==> src/rtl/player_ctrl_pkg.sv <==
`default_nettype none
// ============================================================================
// Module   : game_pkg
// Purpose  : Shared types and constants for the player controller slice:
//            the game state encoding and the start position.
// Ports    : none (package)
// Revision : 1.0 - initial release
// ============================================================================
package game_pkg;

  // Game state machine encoding, explicit 2-bit width.
  typedef enum logic [1:0] {
    PLAY = 2'd0,
    DEAD = 2'd1,
    WIN  = 2'd2
  } game_state_t;

  // The player always starts on the bottom row.
  localparam int START_ROW = 0;

  // Start column is the middle of the playfield (rounded down).
  function automatic int start_col(input int cols);
    return cols / 2;
  endfunction

endpackage : game_pkg
`default_nettype wire

==> src/rtl/player_ctrl_if.sv <==
`default_nettype none
// ============================================================================
// Module   : player_ctrl_if
// Purpose  : Bundles the move pulses, hit/restart controls and the player
//            status outputs of player_ctrl.
// Ports    : up_p/down_p/left_p/right_p - one-cycle move pulses
//            hit                         - car on the player's cell (level)
//            restart                     - one-cycle new-game pulse
//            row/col/score               - player position and best row
//            alive/win/moved             - game status and move pulse
// Modports : master - stimulus side (input stage / lane logic)
//            slave  - player_ctrl side
// Revision : 1.0 - initial release
// ============================================================================
interface player_ctrl_if #(
  parameter int ROWS = 8,
  parameter int COLS = 8
);
  localparam int RW = $clog2(ROWS);
  localparam int CW = $clog2(COLS);

  logic          up_p;
  logic          down_p;
  logic          left_p;
  logic          right_p;
  logic          hit;
  logic          restart;
  logic [RW-1:0] row;
  logic [CW-1:0] col;
  logic [RW-1:0] score;
  logic          alive;
  logic          win;
  logic          moved;

  modport master (
    output up_p, down_p, left_p, right_p, hit, restart,
    input  row, col, score, alive, win, moved
  );

  modport slave (
    input  up_p, down_p, left_p, right_p, hit, restart,
    output row, col, score, alive, win, moved
  );

endinterface : player_ctrl_if
`default_nettype wire

==> src/rtl/player_ctrl_move_decode.sv <==
`default_nettype none
// ============================================================================
// Module   : move_decode
// Purpose  : Combinational move decoder. A move is valid only when exactly
//            one direction pulse is high and the target cell lies on the
//            playfield; otherwise the position is passed through unchanged.
// Ports    : i_up/i_down/i_left/i_right - direction pulses
//            i_row/i_col                 - current position
//            o_move_valid                - an in-bounds single move
//            o_move_up                   - the valid move is an up move
//            o_next_row/o_next_col       - position after the move
// Revision : 1.0 - initial release
// ============================================================================
module move_decode #(
  parameter int ROWS = 8,
  parameter int COLS = 8
) (
  input  wire logic                    i_up,
  input  wire logic                    i_down,
  input  wire logic                    i_left,
  input  wire logic                    i_right,
  input  wire logic [$clog2(ROWS)-1:0] i_row,
  input  wire logic [$clog2(COLS)-1:0] i_col,
  output logic                         o_move_valid,
  output logic                         o_move_up,
  output logic [$clog2(ROWS)-1:0]      o_next_row,
  output logic [$clog2(COLS)-1:0]      o_next_col
);
  localparam int RW = $clog2(ROWS);
  localparam int CW = $clog2(COLS);

  localparam logic [RW-1:0] c_TOP_ROW   = RW'(ROWS - 1);
  localparam logic [CW-1:0] c_RIGHT_COL = CW'(COLS - 1);

  logic [2:0] w_pulse_cnt;
  logic       w_one_hot;

  assign w_pulse_cnt = 3'(i_up) + 3'(i_down) + 3'(i_left) + 3'(i_right);
  assign w_one_hot   = (w_pulse_cnt == 3'd1);

  always_comb begin
    o_move_valid = 1'b0;
    o_move_up    = 1'b0;
    o_next_row   = i_row;
    o_next_col   = i_col;
    if (w_one_hot) begin
      // Moves at the edge of the playfield are dropped, not wrapped.
      if (i_up && (i_row != c_TOP_ROW)) begin
        o_move_valid = 1'b1;
        o_move_up    = 1'b1;
        o_next_row   = i_row + RW'(1);
      end else if (i_down && (i_row != '0)) begin
        o_move_valid = 1'b1;
        o_next_row   = i_row - RW'(1);
      end else if (i_left && (i_col != '0)) begin
        o_move_valid = 1'b1;
        o_next_col   = i_col - CW'(1);
      end else if (i_right && (i_col != c_RIGHT_COL)) begin
        o_move_valid = 1'b1;
        o_next_col   = i_col + CW'(1);
      end
    end
  end

endmodule : move_decode
`default_nettype wire

==> src/rtl/player_ctrl.sv <==
`default_nettype none
// ============================================================================
// Module   : player_ctrl
// Purpose  : Player position, score and PLAY/DEAD/WIN game state machine
//            for the ROWS x COLS LED playfield. All outputs are registered.
// Ports    : clk   - clock
//            reset - synchronous, active-high reset
//            bus   - player_ctrl_if.slave (move pulses, hit, restart in;
//                    row, col, score, alive, win, moved out)
// Options  : MOVE_COOLDOWN_EN - when defined, an accepted move blocks all
//            further moves for COOLDOWN cycles.
// Revision : 1.0 - initial release
// ============================================================================
module player_ctrl
  import game_pkg::*;
#(
  parameter int ROWS     = 8,
  parameter int COLS     = 8,
  parameter int COOLDOWN = 4
) (
  input  wire logic     clk,
  input  wire logic     reset,
  player_ctrl_if.slave  bus
);
  localparam int RW = $clog2(ROWS);
  localparam int CW = $clog2(COLS);

  localparam logic [RW-1:0] c_START_ROW = RW'(START_ROW);
  localparam logic [CW-1:0] c_START_COL = CW'(start_col(COLS));
  localparam logic [RW-1:0] c_TOP_ROW   = RW'(ROWS - 1);

  // An illegal parameter set keeps the player parked at the start cell
  // instead of producing wrapped positions.
  localparam logic c_CFG_OK = (ROWS >= 2) && (COLS >= 2) && (COOLDOWN >= 1);

  game_state_t   r_state, w_state_n;
  logic [RW-1:0] r_row,   w_row_n;
  logic [CW-1:0] r_col,   w_col_n;
  logic [RW-1:0] r_score, w_score_n;
  logic          r_moved, w_moved_n;
  logic          r_alive, w_alive_n;
  logic          r_win,   w_win_n;

  logic          w_move_en;
  logic          w_move_valid;
  logic          w_move_up;
  logic [RW-1:0] w_dec_row;
  logic [CW-1:0] w_dec_col;

`ifdef MOVE_COOLDOWN_EN
  localparam int CDW = $clog2(COOLDOWN + 1);
  localparam logic [CDW-1:0] c_COOLDOWN = CDW'(COOLDOWN);

  logic [CDW-1:0] r_cd, w_cd_n;

  assign w_move_en = c_CFG_OK && (r_cd == '0);
`else
  assign w_move_en = c_CFG_OK;
`endif

  // Pulses are masked before decoding so a blocked pulse looks like no move.
  move_decode #(
    .ROWS (ROWS),
    .COLS (COLS)
  ) u_move_decode (
    .i_up         (bus.up_p    & w_move_en),
    .i_down       (bus.down_p  & w_move_en),
    .i_left       (bus.left_p  & w_move_en),
    .i_right      (bus.right_p & w_move_en),
    .i_row        (r_row),
    .i_col        (r_col),
    .o_move_valid (w_move_valid),
    .o_move_up    (w_move_up),
    .o_next_row   (w_dec_row),
    .o_next_col   (w_dec_col)
  );

  // State and output registers.
  always_ff @(posedge clk) begin
    if (reset) begin
      r_state <= PLAY;
      r_row   <= c_START_ROW;
      r_col   <= c_START_COL;
      r_score <= '0;
      r_moved <= 1'b0;
      r_alive <= 1'b1;
      r_win   <= 1'b0;
`ifdef MOVE_COOLDOWN_EN
      r_cd    <= '0;
`endif
    end else begin
      r_state <= w_state_n;
      r_row   <= w_row_n;
      r_col   <= w_col_n;
      r_score <= w_score_n;
      r_moved <= w_moved_n;
      r_alive <= w_alive_n;
      r_win   <= w_win_n;
`ifdef MOVE_COOLDOWN_EN
      r_cd    <= w_cd_n;
`endif
    end
  end

  // Next-state, position, score and cooldown logic.
  always_comb begin
    w_state_n = r_state;
    w_row_n   = r_row;
    w_col_n   = r_col;
    w_score_n = r_score;
    w_moved_n = 1'b0;
`ifdef MOVE_COOLDOWN_EN
    w_cd_n    = (r_cd != '0) ? (r_cd - CDW'(1)) : '0;
`endif

    if (bus.restart) begin
      w_state_n = PLAY;
      w_row_n   = c_START_ROW;
      w_col_n   = c_START_COL;
      w_score_n = '0;
`ifdef MOVE_COOLDOWN_EN
      w_cd_n    = '0;
`endif
    end else begin
      unique case (r_state)
        PLAY: begin
          if (bus.hit) begin
            // Collision wins over any simultaneous move.
            w_state_n = DEAD;
`ifdef MOVE_COOLDOWN_EN
            w_cd_n    = '0;
`endif
          end else if (w_move_valid) begin
            w_row_n   = w_dec_row;
            w_col_n   = w_dec_col;
            w_moved_n = 1'b1;
`ifdef MOVE_COOLDOWN_EN
            w_cd_n    = c_COOLDOWN;
`endif
            if (w_move_up && (w_dec_row > r_score)) begin
              w_score_n = w_dec_row;
            end
            if (w_move_up && (w_dec_row == c_TOP_ROW)) begin
              w_state_n = WIN;
`ifdef MOVE_COOLDOWN_EN
              w_cd_n    = '0;
`endif
            end
          end
        end
        DEAD, WIN: begin
          // Frozen until restart or reset.
        end
        default: begin
          w_state_n = PLAY;
        end
      endcase
    end

    w_alive_n = (w_state_n != DEAD);
    w_win_n   = (w_state_n == WIN);
  end

  assign bus.row   = r_row;
  assign bus.col   = r_col;
  assign bus.score = r_score;
  assign bus.alive = r_alive;
  assign bus.win   = r_win;
  assign bus.moved = r_moved;

endmodule : player_ctrl
`default_nettype wire

==> src/flat_wrapper.sv <==
// flat-port wrapper written by rule: the top's interface ports become plain ports
module player_ctrl_flat import game_pkg::*;
#(
  parameter int ROWS     = 8,
  parameter int COLS     = 8,
  parameter int COOLDOWN = 4
)
  (clk, reset, bus_up_p, bus_down_p, bus_left_p, bus_right_p, bus_hit, bus_restart, bus_row, bus_col, bus_score, bus_alive, bus_win, bus_moved);
  player_ctrl_if #(.ROWS(ROWS), .COLS(COLS)) bus_i ();
  input  wire logic clk;
  input  wire logic reset;
  input wire logic [$bits(bus_i.up_p)-1:0] bus_up_p;
  input wire logic [$bits(bus_i.down_p)-1:0] bus_down_p;
  input wire logic [$bits(bus_i.left_p)-1:0] bus_left_p;
  input wire logic [$bits(bus_i.right_p)-1:0] bus_right_p;
  input wire logic [$bits(bus_i.hit)-1:0] bus_hit;
  input wire logic [$bits(bus_i.restart)-1:0] bus_restart;
  output wire logic [$bits(bus_i.row)-1:0] bus_row;
  output wire logic [$bits(bus_i.col)-1:0] bus_col;
  output wire logic [$bits(bus_i.score)-1:0] bus_score;
  output wire logic [$bits(bus_i.alive)-1:0] bus_alive;
  output wire logic [$bits(bus_i.win)-1:0] bus_win;
  output wire logic [$bits(bus_i.moved)-1:0] bus_moved;
  assign bus_i.up_p = bus_up_p;
  assign bus_i.down_p = bus_down_p;
  assign bus_i.left_p = bus_left_p;
  assign bus_i.right_p = bus_right_p;
  assign bus_i.hit = bus_hit;
  assign bus_i.restart = bus_restart;
  assign bus_row = bus_i.row;
  assign bus_col = bus_i.col;
  assign bus_score = bus_i.score;
  assign bus_alive = bus_i.alive;
  assign bus_win = bus_i.win;
  assign bus_moved = bus_i.moved;
  player_ctrl #(.ROWS(ROWS), .COLS(COLS), .COOLDOWN(COOLDOWN)) u_core (.clk(clk), .reset(reset), .bus(bus_i));
endmodule
==> config.mk <==
export PLATFORM = sky130hd
export DESIGN_NAME = player_ctrl_flat
export DESIGN_NICKNAME = d
export VERILOG_FILES = /design/src/rtl/player_ctrl_pkg.sv /design/src/rtl/player_ctrl_if.sv /design/src/rtl/player_ctrl_move_decode.sv /design/src/rtl/player_ctrl.sv /design/src/flat_wrapper.sv
export SDC_FILE = /design/constraint.sdc
export NUM_CORES = 1
export LEC_CHECK = 0
export ABC_AREA = 1
export BUFFER_PORTS_ARGS = -buffer_cell sky130_fd_sc_hd__buf_2
export CAP_MARGIN = 15
export CORE_MARGIN = 3
export CORE_UTILIZATION = 46
export DETAILED_ROUTE_END_ITERATION = 12
export PLACE_DENSITY = 0.73
export SKIP_CTS_REPAIR_TIMING = 1
export SLEW_MARGIN = 0
export SYNTH_ARGS = -nofsm -noshare
export SYNTH_HDL_FRONTEND = slang
export SYNTH_SLANG_ARGS = --single-unit
==> constraint.sdc <==
create_clock -name clk -period 4.5 [get_ports clk]
set_clock_uncertainty 0.15 [all_clocks]
set_input_delay 0 -clock clk [delete_from_list [all_inputs] [get_ports clk]]
set_output_delay 0 -clock clk [all_outputs]
set_load 0.01 [all_outputs]
==> flow_metrics.py, run 1 <==
metrics = {
    "run_status": {
        "status": "complete, no violations",
    },
    "worst_setup_path": {
        "worstPathMaxFanout": 5,
        "worst_ep_arrival_time_ps": 2750,
        "worstPathCellList": "buf_2 -> ha_1 -> inv_1 -> fa_1 -> inv_1 -> ha_1 -> nor2_2 -> nand2_2 -> a21oi_1 -> a21oi_2 -> ha_1 -> nand2_1 -> nor2_1 -> nor2_1 -> or2_4 -> nor2_4 -> nand2_1 -> nand2_1 -> nor2_1",
        "critPathRequiredTime_ps": 4530,
        "critical-path-slowest-cell": "fa_1",
        "cpPeakStageDelay_ps": 360,
        "critPathBufInv": 3,
        "worstSetupEndpointType": "flip-flop",
        "worst_setup_path_start_kind": "input port",
        "critPathKind": "in -> reg",
        "cpLargestDelayFamily": "adder cells",
    },
    "power": {
        "combPwrFrac_pct": 25.2,
        "power_density_nw_per_um2": 252,
        "share_seq_of_total_power_pct": 43.2,
        "power.ir.vdd_worst_mv": 0.183,
        "leakagePower_uw": 0.000562,
        "p_sw_uw": 91.6,
        "share_clk_of_total_power_pct": 31.6,
        "intPower_uw": 204,
        "power.share.switching_pct": 31.0,
    },
    "clocking": {
        "cts-buffers-inserted": 3,
        "clockBufferDepth": 2,
        "clock_sinks": 14,
        "root_buffer": "clkbuf_4",
        "clkLatencyLatePin_ps": 280,
        "cts.htree.levels": 1,
        "cts.clk_slew.worst_paths_ps": 90,
        "cts_tree": "built",
    },
    "finish": {
        "n_antenna_cell": 0,
        "layout_commonest_cell": "nand2_1",
        "final_layout_size_suffix_gt1_share_pct": 26.1,
        "area_growth_pct": 19.9,
        "fillerInstances": 185,
        "mostFrequentLayoutCells": "22 x nand2_1, 19 x nor2_1, 19 x buf_2",
        "finalNetCount": 181,
    },
    "timing": {
        "max_slew_margin_pct": 65.7,
        "max_clock_freq_mhz": 368,
        "setup_repair_after_global_routing_missed_its_margin": "false",
        "setup_viol": 0,
        "finalCritPeriodShare_pct": 60.4,
        "report.final.slew_viol_count": 0,
        "finalWorstSetupSlack_ps": 1780,
        "layout_min_cycle_time_ps": 2720,
        "setup-tns-final_ps": 0,
        "worst-slew-pin-transition_ps": 512,
        "finalHoldViolCount": 0,
    },
    "global_routing": {
        "vias_in_the_first_global_route": 845,
        "grt_use_total_pct": 17.2,
        "number_of_antenna_violations_at_the_first_check_in_global_routing": 0,
        "grt_pass1_wl_mm": 3.48,
        "maximum_number_of_pins_on_one_net_before_global_route_repair": 10,
        "gr-total-overflow": 0,
    },
    "routing": {
        "route.detailed.wl_per_inst_um": 10.5,
        "route.vias.total": 912,
        "final_antenna_net_count": 0,
        "vias_per_cell": 4.85,
        "drt-initial-drc-count": 12,
        "drt_drc_violations_left": 0,
        "route.final.wire_length_mm": 1.98,
        "drt-pass1-iter-count": 4,
    },
    "floorplanning": {
        "die_ar_um2": 2720,
        "area_of_the_core_region_um2": 1980,
        "initial_utilization_pct": 49.4,
        "die_y_um": 52.1,
        "die_width_um": 52.1,
        "pin_count": 20,
        "std_cell_rows": 16,
    },
    "synth": {
        "ys_seq_elements": 14,
        "synth_cell_type_count": 25,
        "syn_inst": 135,
        "syn-num-nets": 154,
        "yosysWarningCount": 0,
        "synthesis.area_per_instance_um2": 7.25,
        "netlist_area_um2": 978,
        "synth-seq-area-share_pct": 28.6,
    },
    "worst_hold_path": {
        "hold_path_class": "in -> reg",
    },
    "placement": {
        "place.detailed.hpwl_mm": 1.57,
        "port-buffer-count": 19,
        "gpl_congestion": 0.830,
        "pre_cts_ws_ps": 1500,
    },
    "run": {
        "max_cap_violations": 0,
    },
}
-- metal layers --
| metal | GRT usage (%) | routed length (um) | vias up |
|---|---|---|---|
| met5 | 0 | 0 | - |
| met4 | 3.93 | 8 | 0 |
| met3 | 5.16 | 80 | 2 |
| met2 | 31.6 | 1060 | 12 |
| met1 | 19.2 | 835 | 413 |
| li1 | - | - | 485 |
-- kinds of logic after synthesis --
logic type                 share of synthesized area (%)
buffers and inverters                               8.95
xor gates and xnor gates                            1.79
AOI/OAI and AO/OA                                   11.1
adders and majority gates                           15.6
DFF                                                 28.6
and+or+nand+nor                                     33.9
-- stage by stage --
step	area [um2]	utilization (%)	std cells	total power, uW	hold slack [ps]
after floorplan	978	-	135	187	-67.1
after global placement	1110	55.9	181	201	37.0
after detailed placement	1110	55.9	181	203	41.9
after CTS	1140	57.7	185	297	-264
after global routing	1170	59.2	188	312	69.7
final	1170	59.2	188	296	58.4
-- Yosys cell counts --
| master | count | area, um2 |
|---|---|---|
| clkinv_4 | 1 | 8.76 |
| ha_1 | 9 | 113 |
| a21oi_1 | 10 | 50.1 |
| or2_4 | 1 | 8.76 |
| or2_1 | 1 | 6.26 |
| nand3_2 | 1 | 10.0 |
| inv_2 | 3 | 11.3 |
| fa_1 | 2 | 40.0 |
| nand4_1 | 1 | 6.26 |
| or2_2 | 1 | 6.26 |
| nand3_4 | 1 | 17.5 |
| nor2_2 | 1 | 6.26 |
| o21a_1 | 1 | 7.51 |
| nor2_1 | 19 | 71.3 |
| nand2_2 | 6 | 37.5 |
| xnor2_1 | 2 | 17.5 |
| o21ai_1 | 2 | 10.0 |
| nand3_1 | 9 | 45.0 |
| a21o_1 | 1 | 7.51 |
| o21ai_0 | 5 | 25.0 |
| a21oi_2 | 1 | 8.76 |
| nor2_4 | 3 | 33.8 |
| nand2_1 | 22 | 82.6 |
| dfxtp_1 | 14 | 280 |
| inv_1 | 18 | 67.6 |
-- state kept, by name, summed over array words and instances, names as in the netlist --
register,count
u_core.r_state,2
u_core.bus.row,3
u_core.bus.score,3
u_core.bus.alive,1
u_core.bus.win,1
u_core.bus.col,3
u_core.bus.moved,1
-- worst paths after layout --
check                         start             endpoint  slack (ps)  cells past startpoint
hold / removal           bus_left_p    u_core.bus.col[1]          60                      4
setup reg to reg  u_core.bus.row[0]  u_core.bus.score[1]        1920                     16
setup / recovery         bus_down_p  u_core.bus.score[1]        1780                     19
hold reg to reg   u_core.bus.col[2]    u_core.bus.col[2]         370                      2
-- power groups by stage --
| stage | logic [uW] | registers, uW | clock network [uW] |
|---|---|---|---|
| final | 74.7 | 128 | 93.4 |
| after global routing | 85.2 | 128 | 98.9 |
| after CTS | 73.4 | 128 | 95.4 |
| after detailed placement | 72.8 | 131 | 0 |
| after global placement | 70.6 | 130 | 0 |
| after floorplan | 55.7 | 131 | 0 |
-- worst min-delay path, stage by stage --
cell and delay, ps:
buf_2 110, nand2_2 110, fa_1 170, a21oi_1 60
-- final cells by class --
| class | instances | area [um2] | share of cell area [%] |
|---|---|---|---|
| clock buffers | 4 | 36.3 | 3.09 |
| inverters | 22 | 87.6 | 7.46 |
| multi-input cells | 99 | 611 | 52.0 |
| flip-flops and latches | 14 | 280 | 23.9 |
| well taps | 27 | 33.8 | 2.88 |
| repair buffers | 22 | 125 | 10.7 |
(Power assumes the default switching activity.)
==> inputs of run 2 (changes only) <==
--- a/config.mk
+++ b/config.mk
@@ -5,13 +5,13 @@
 export SDC_FILE = /design/constraint.sdc
 export NUM_CORES = 1
 export LEC_CHECK = 0
-export ABC_AREA = 1
+export ABC_AREA = 0
 export BUFFER_PORTS_ARGS = -buffer_cell sky130_fd_sc_hd__buf_2
 export CAP_MARGIN = 15
 export CORE_MARGIN = 3
 export CORE_UTILIZATION = 46
 export DETAILED_ROUTE_END_ITERATION = 12
-export PLACE_DENSITY = 0.73
+export PLACE_DENSITY = 0.76
 export SKIP_CTS_REPAIR_TIMING = 1
 export SLEW_MARGIN = 0
 export SYNTH_ARGS = -nofsm -noshare
==> constraint.sdc (replaced) <==
create_clock -name clk -period 2.3 [get_ports clk]
set_clock_uncertainty 0.15 [all_clocks]
set_input_delay 0 -clock clk [delete_from_list [all_inputs] [get_ports clk]]
set_output_delay 0 -clock clk [all_outputs]
set_load 0.01 [all_outputs]
==> run 2 against run 1 <==
The run now ends with hold timing, setup timing left. Count of clock-buffer cells in the layout did not move. Design area grew 31%. Global-route usage is 2.3 points higher. First-iteration DRC count grew to 2.8 times the previous value. Largest power group unchanged. Non-clock buffer count up 28. Critical path type is now reg -> reg. Area after synthesis fell by 7.7%. Sequential power is 95% higher.
==> flow_metrics.py, run 2 <==
metrics = {
    "worst_hold_path": {
        "hold_path_class": "in -> reg",
        "hold_depth": 4,
    },
    "synth": {
        "syn-num-nets": 123,
        "post-synth-top-count-cell": "dfxtp_1",
        "synth-seq-area-share_pct": 31.0,
        "syn_inst": 104,
        "synth_async_sr_flop_share_pct": 0,
        "ys_seq_elements": 14,
        "ys_dominant_reg_cell": "dfxtp_1",
        "synthTopCellsByArea": "dfxtp_1 31%, ha_1 12%, a21oi_1 5.5%, inv_1 5.4%, fa_1 4.4%",
        "synth_edf_count": 0,
        "yosysWarningCount": 0,
        "netlist_area_um2": 903,
        "synthesis.area_per_instance_um2": 8.69,
        "synth_largest_area_cell": "dfxtp_1",
        "synth_top_area_share_pct": 31.0,
        "synth_cell_type_count": 36,
        "synthTopCellsByCount": "14 x dfxtp_1, 13 x inv_1, 10 x a21oi_1, 9 x ha_1, 7 x nor2_1",
    },
    "timing": {
        "setup_repair_after_global_routing_missed_its_margin": "true",
        "finalCritPeriodShare_pct": 117,
        "worst-slew-pin-transition_ps": 590,
        "max_slew_margin_pct": 60.4,
        "max_clock_freq_mhz": 372,
        "report.final.slew_viol_count": 0,
        "finalWorstSetupSlack_ps": -390,
        "layout_min_cycle_time_ps": 2690,
        "worst_hold_slack_ps": -14.9,
        "finalHoldViolCount": 1,
        "setup_viol": 5,
    },
    "worst_setup_path": {
        "worstRegToRegCells": 13,
        "worst_setup_path_start_kind": "flip-flop",
        "critPathCapture": "u_core.bus.score[0]",
        "cpPeakStageDelay_ps": 370,
        "worstPathCellList": "ha_4 -> ha_4 -> nor2b_4 -> a21o_1 -> a21oi_2 -> a21oi_2 -> inv_2 -> ha_4 -> nor2b_4 -> nor3_2 -> nor4_4 -> buf_4 -> a21oi_1",
        "critPathRequiredTime_ps": 2330,
        "critical-path-slowest-cell": "dfxtp_4",
        "source_of_the_critical_timing_path": "u_core.bus.row[1]",
        "timing.critical_path.mode_cell": "ha_4",
        "rr_startpoint": "u_core.bus.row[1]",
        "worstPathMaxFanout": 7,
        "worst_ep_arrival_time_ps": 2720,
        "critPathKind": "reg -> reg",
        "rrSetupSlack_ps": -390,
        "crit-reg2reg-capture": "u_core.bus.score[0]",
        "worstSetupEndpointType": "flip-flop",
    },
    "global_routing": {
        "grt_use_total_pct": 19.6,
        "grt_pass1_wl_mm": 3.87,
        "groute.layer.met3.usage_pct": 4.45,
        "gr-total-overflow": 0,
        "maximum_number_of_pins_on_one_net_before_global_route_repair": 9,
        "vias_in_the_first_global_route": 908,
        "grt.met2_usage_pct": 31.7,
        "gr-max-usage-layer": "met2",
        "number_of_antenna_violations_at_the_first_check_in_global_routing": 0,
        "gr-usage-met1_pct": 25.8,
    },
    "floorplanning": {
        "pin_count": 20,
        "initial_utilization_pct": 50.7,
        "die_ar_um2": 2530,
        "area_of_the_core_region_um2": 1780,
        "std_cell_rows": 15,
        "die_y_um": 50.3,
        "die_width_um": 50.3,
    },
    "power": {
        "power_density_nw_per_um2": 405,
        "p_sw_uw": 181,
        "leakagePower_uw": 0.000665,
        "power.share.switching_pct": 29.0,
        "share_clk_of_total_power_pct": 28.5,
        "combPwrFrac_pct": 31.6,
        "share_seq_of_total_power_pct": 39.9,
        "intPower_uw": 443,
        "power.ir.vdd_worst_mv": 0.466,
    },
    "clocking": {
        "clock_sinks": 14,
        "cts_tree": "built",
        "cts-buffers-inserted": 3,
        "cts.clk_slew.worst_paths_ps": 90,
        "root_buffer": "clkbuf_4",
        "clkLatencyLatePin_ps": 280,
        "clockBufferDepth": 2,
        "cts.htree.levels": 1,
    },
    "finish": {
        "n_antenna_cell": 0,
        "fillerInstances": 90,
        "post_layout_instance_count_excluding_filler_cells": 181,
        "layout_commonest_cell": "buf_4",
        "area_growth_pct": 70.4,
        "final_layout_size_suffix_gt1_share_pct": 59.6,
        "mostFrequentLayoutCells": "25 x buf_4, 17 x buf_2, 12 x dfxtp_1",
        "finalNetCount": 176,
    },
    "routing": {
        "route.vias.total": 973,
        "final_antenna_net_count": 0,
        "drt_drc_violations_left": 0,
        "drt-initial-drc-count": 33,
        "vias_per_cell": 5.38,
        "route.final.wire_length_mm": 2.87,
        "drt-pass1-iter-count": 4,
        "route.detailed.wl_per_inst_um": 15.9,
    },
    "run_status": {
        "status": "finished, violations left",
        "failed_checks": "hold timing, setup timing",
    },
    "placement": {
        "place.detailed.hpwl_mm": 1.84,
        "port-buffer-count": 19,
        "numPlacedInstances": 169,
        "gpl_congestion": 0.842,
    },
    "run": {
        "max_cap_violations": 0,
    },
}
[run 2: cell types whose count changed in the layout (fill, tap and decap cells not counted), moves of 3 or more]
cell / change
o21ai_0: -4
nand2_2: -6
ha_1: -9
nand2_1: -18
inv_1: -11
o21ai_1: +4
ha_4: +7
nand3_1: -8
a21oi_1: -3
nor2_1: -14
buf_4: +25
buf_6: +5
[run 2: worst max-delay path: cells and delay by family, from the launching register on]
kind	cells	cell delay, ps
simple gates	4	770
fa+ha+maj	3	590
compound gates	4	450
flops	1	370
buf+inv	2	240
[run 2: kinds of logic after synthesis]
logic type                 share of synthesized area [%]
AOI/OAI and AO/OA                                   15.8
adders and majority gates                           16.9
DFF                                                 31.0
and+or+nand+nor                                     22.4
buffers and inverters                               6.37
xor gates and xnor gates                            5.82
muxes                                               1.66
[run 2: power by group through the flow]
stage / logic [uW] / clock network, uW / registers, uW
finish: 197 / 178 / 249
global placement: 138 / 0 / 254
floorplan: 78.3 / 0 / 256
detailed placement: 143 / 0 / 255
global route: 211 / 189 / 249
CTS: 144 / 181 / 249
[run 2: metrics by stage]
stage / worst slack (ps) / total power, uW / utilization (%) / cell area (um2) / setup TNS (ps)
2_1_floorplan: -474 / 334 / - / 950 / -1400
3_3_place_gp: -672 / 392 / 69.5 / 1240 / -2920
3_5_place_dp: -776 / 397 / 69.5 / 1240 / -3710
4_1_cts: -744 / 574 / 71.6 / 1280 / -2200
5_1_grt: -547 / 649 / 86.3 / 1540 / -1830
6_report: -390 / 624 / 86.3 / 1540 / -1180
[run 2: final cells by class]
type                    count  area (um2)  area share [%]
flip-flops and latches     14         285            18.5
well taps                  25        31.3            2.03
repair buffers             50         359            23.3
clock buffers               4        36.3            2.36
multi-input cells          75         771            50.1
inverters                  13        56.3            3.66
[run 2: layer usage]
layer | part of all wire, % | wire [um]
met1 | 42 | 1220
met2 | 52 | 1500
met3 | 3.9 | 112
met4 | 1.5 | 43
met5 | 0 | 0
[run 2: worst min path at each step]
stage                  from                 to  slack (ps)
CTS                   reset  u_core.bus.col[2]        -180
detailed placement    reset  u_core.bus.col[2]         100
global route        bus_hit   u_core.bus.moved           5
global placement      reset  u_core.bus.col[2]         100
finish              bus_hit   u_core.bus.moved         -10
floorplan             reset  u_core.bus.col[2]         -30
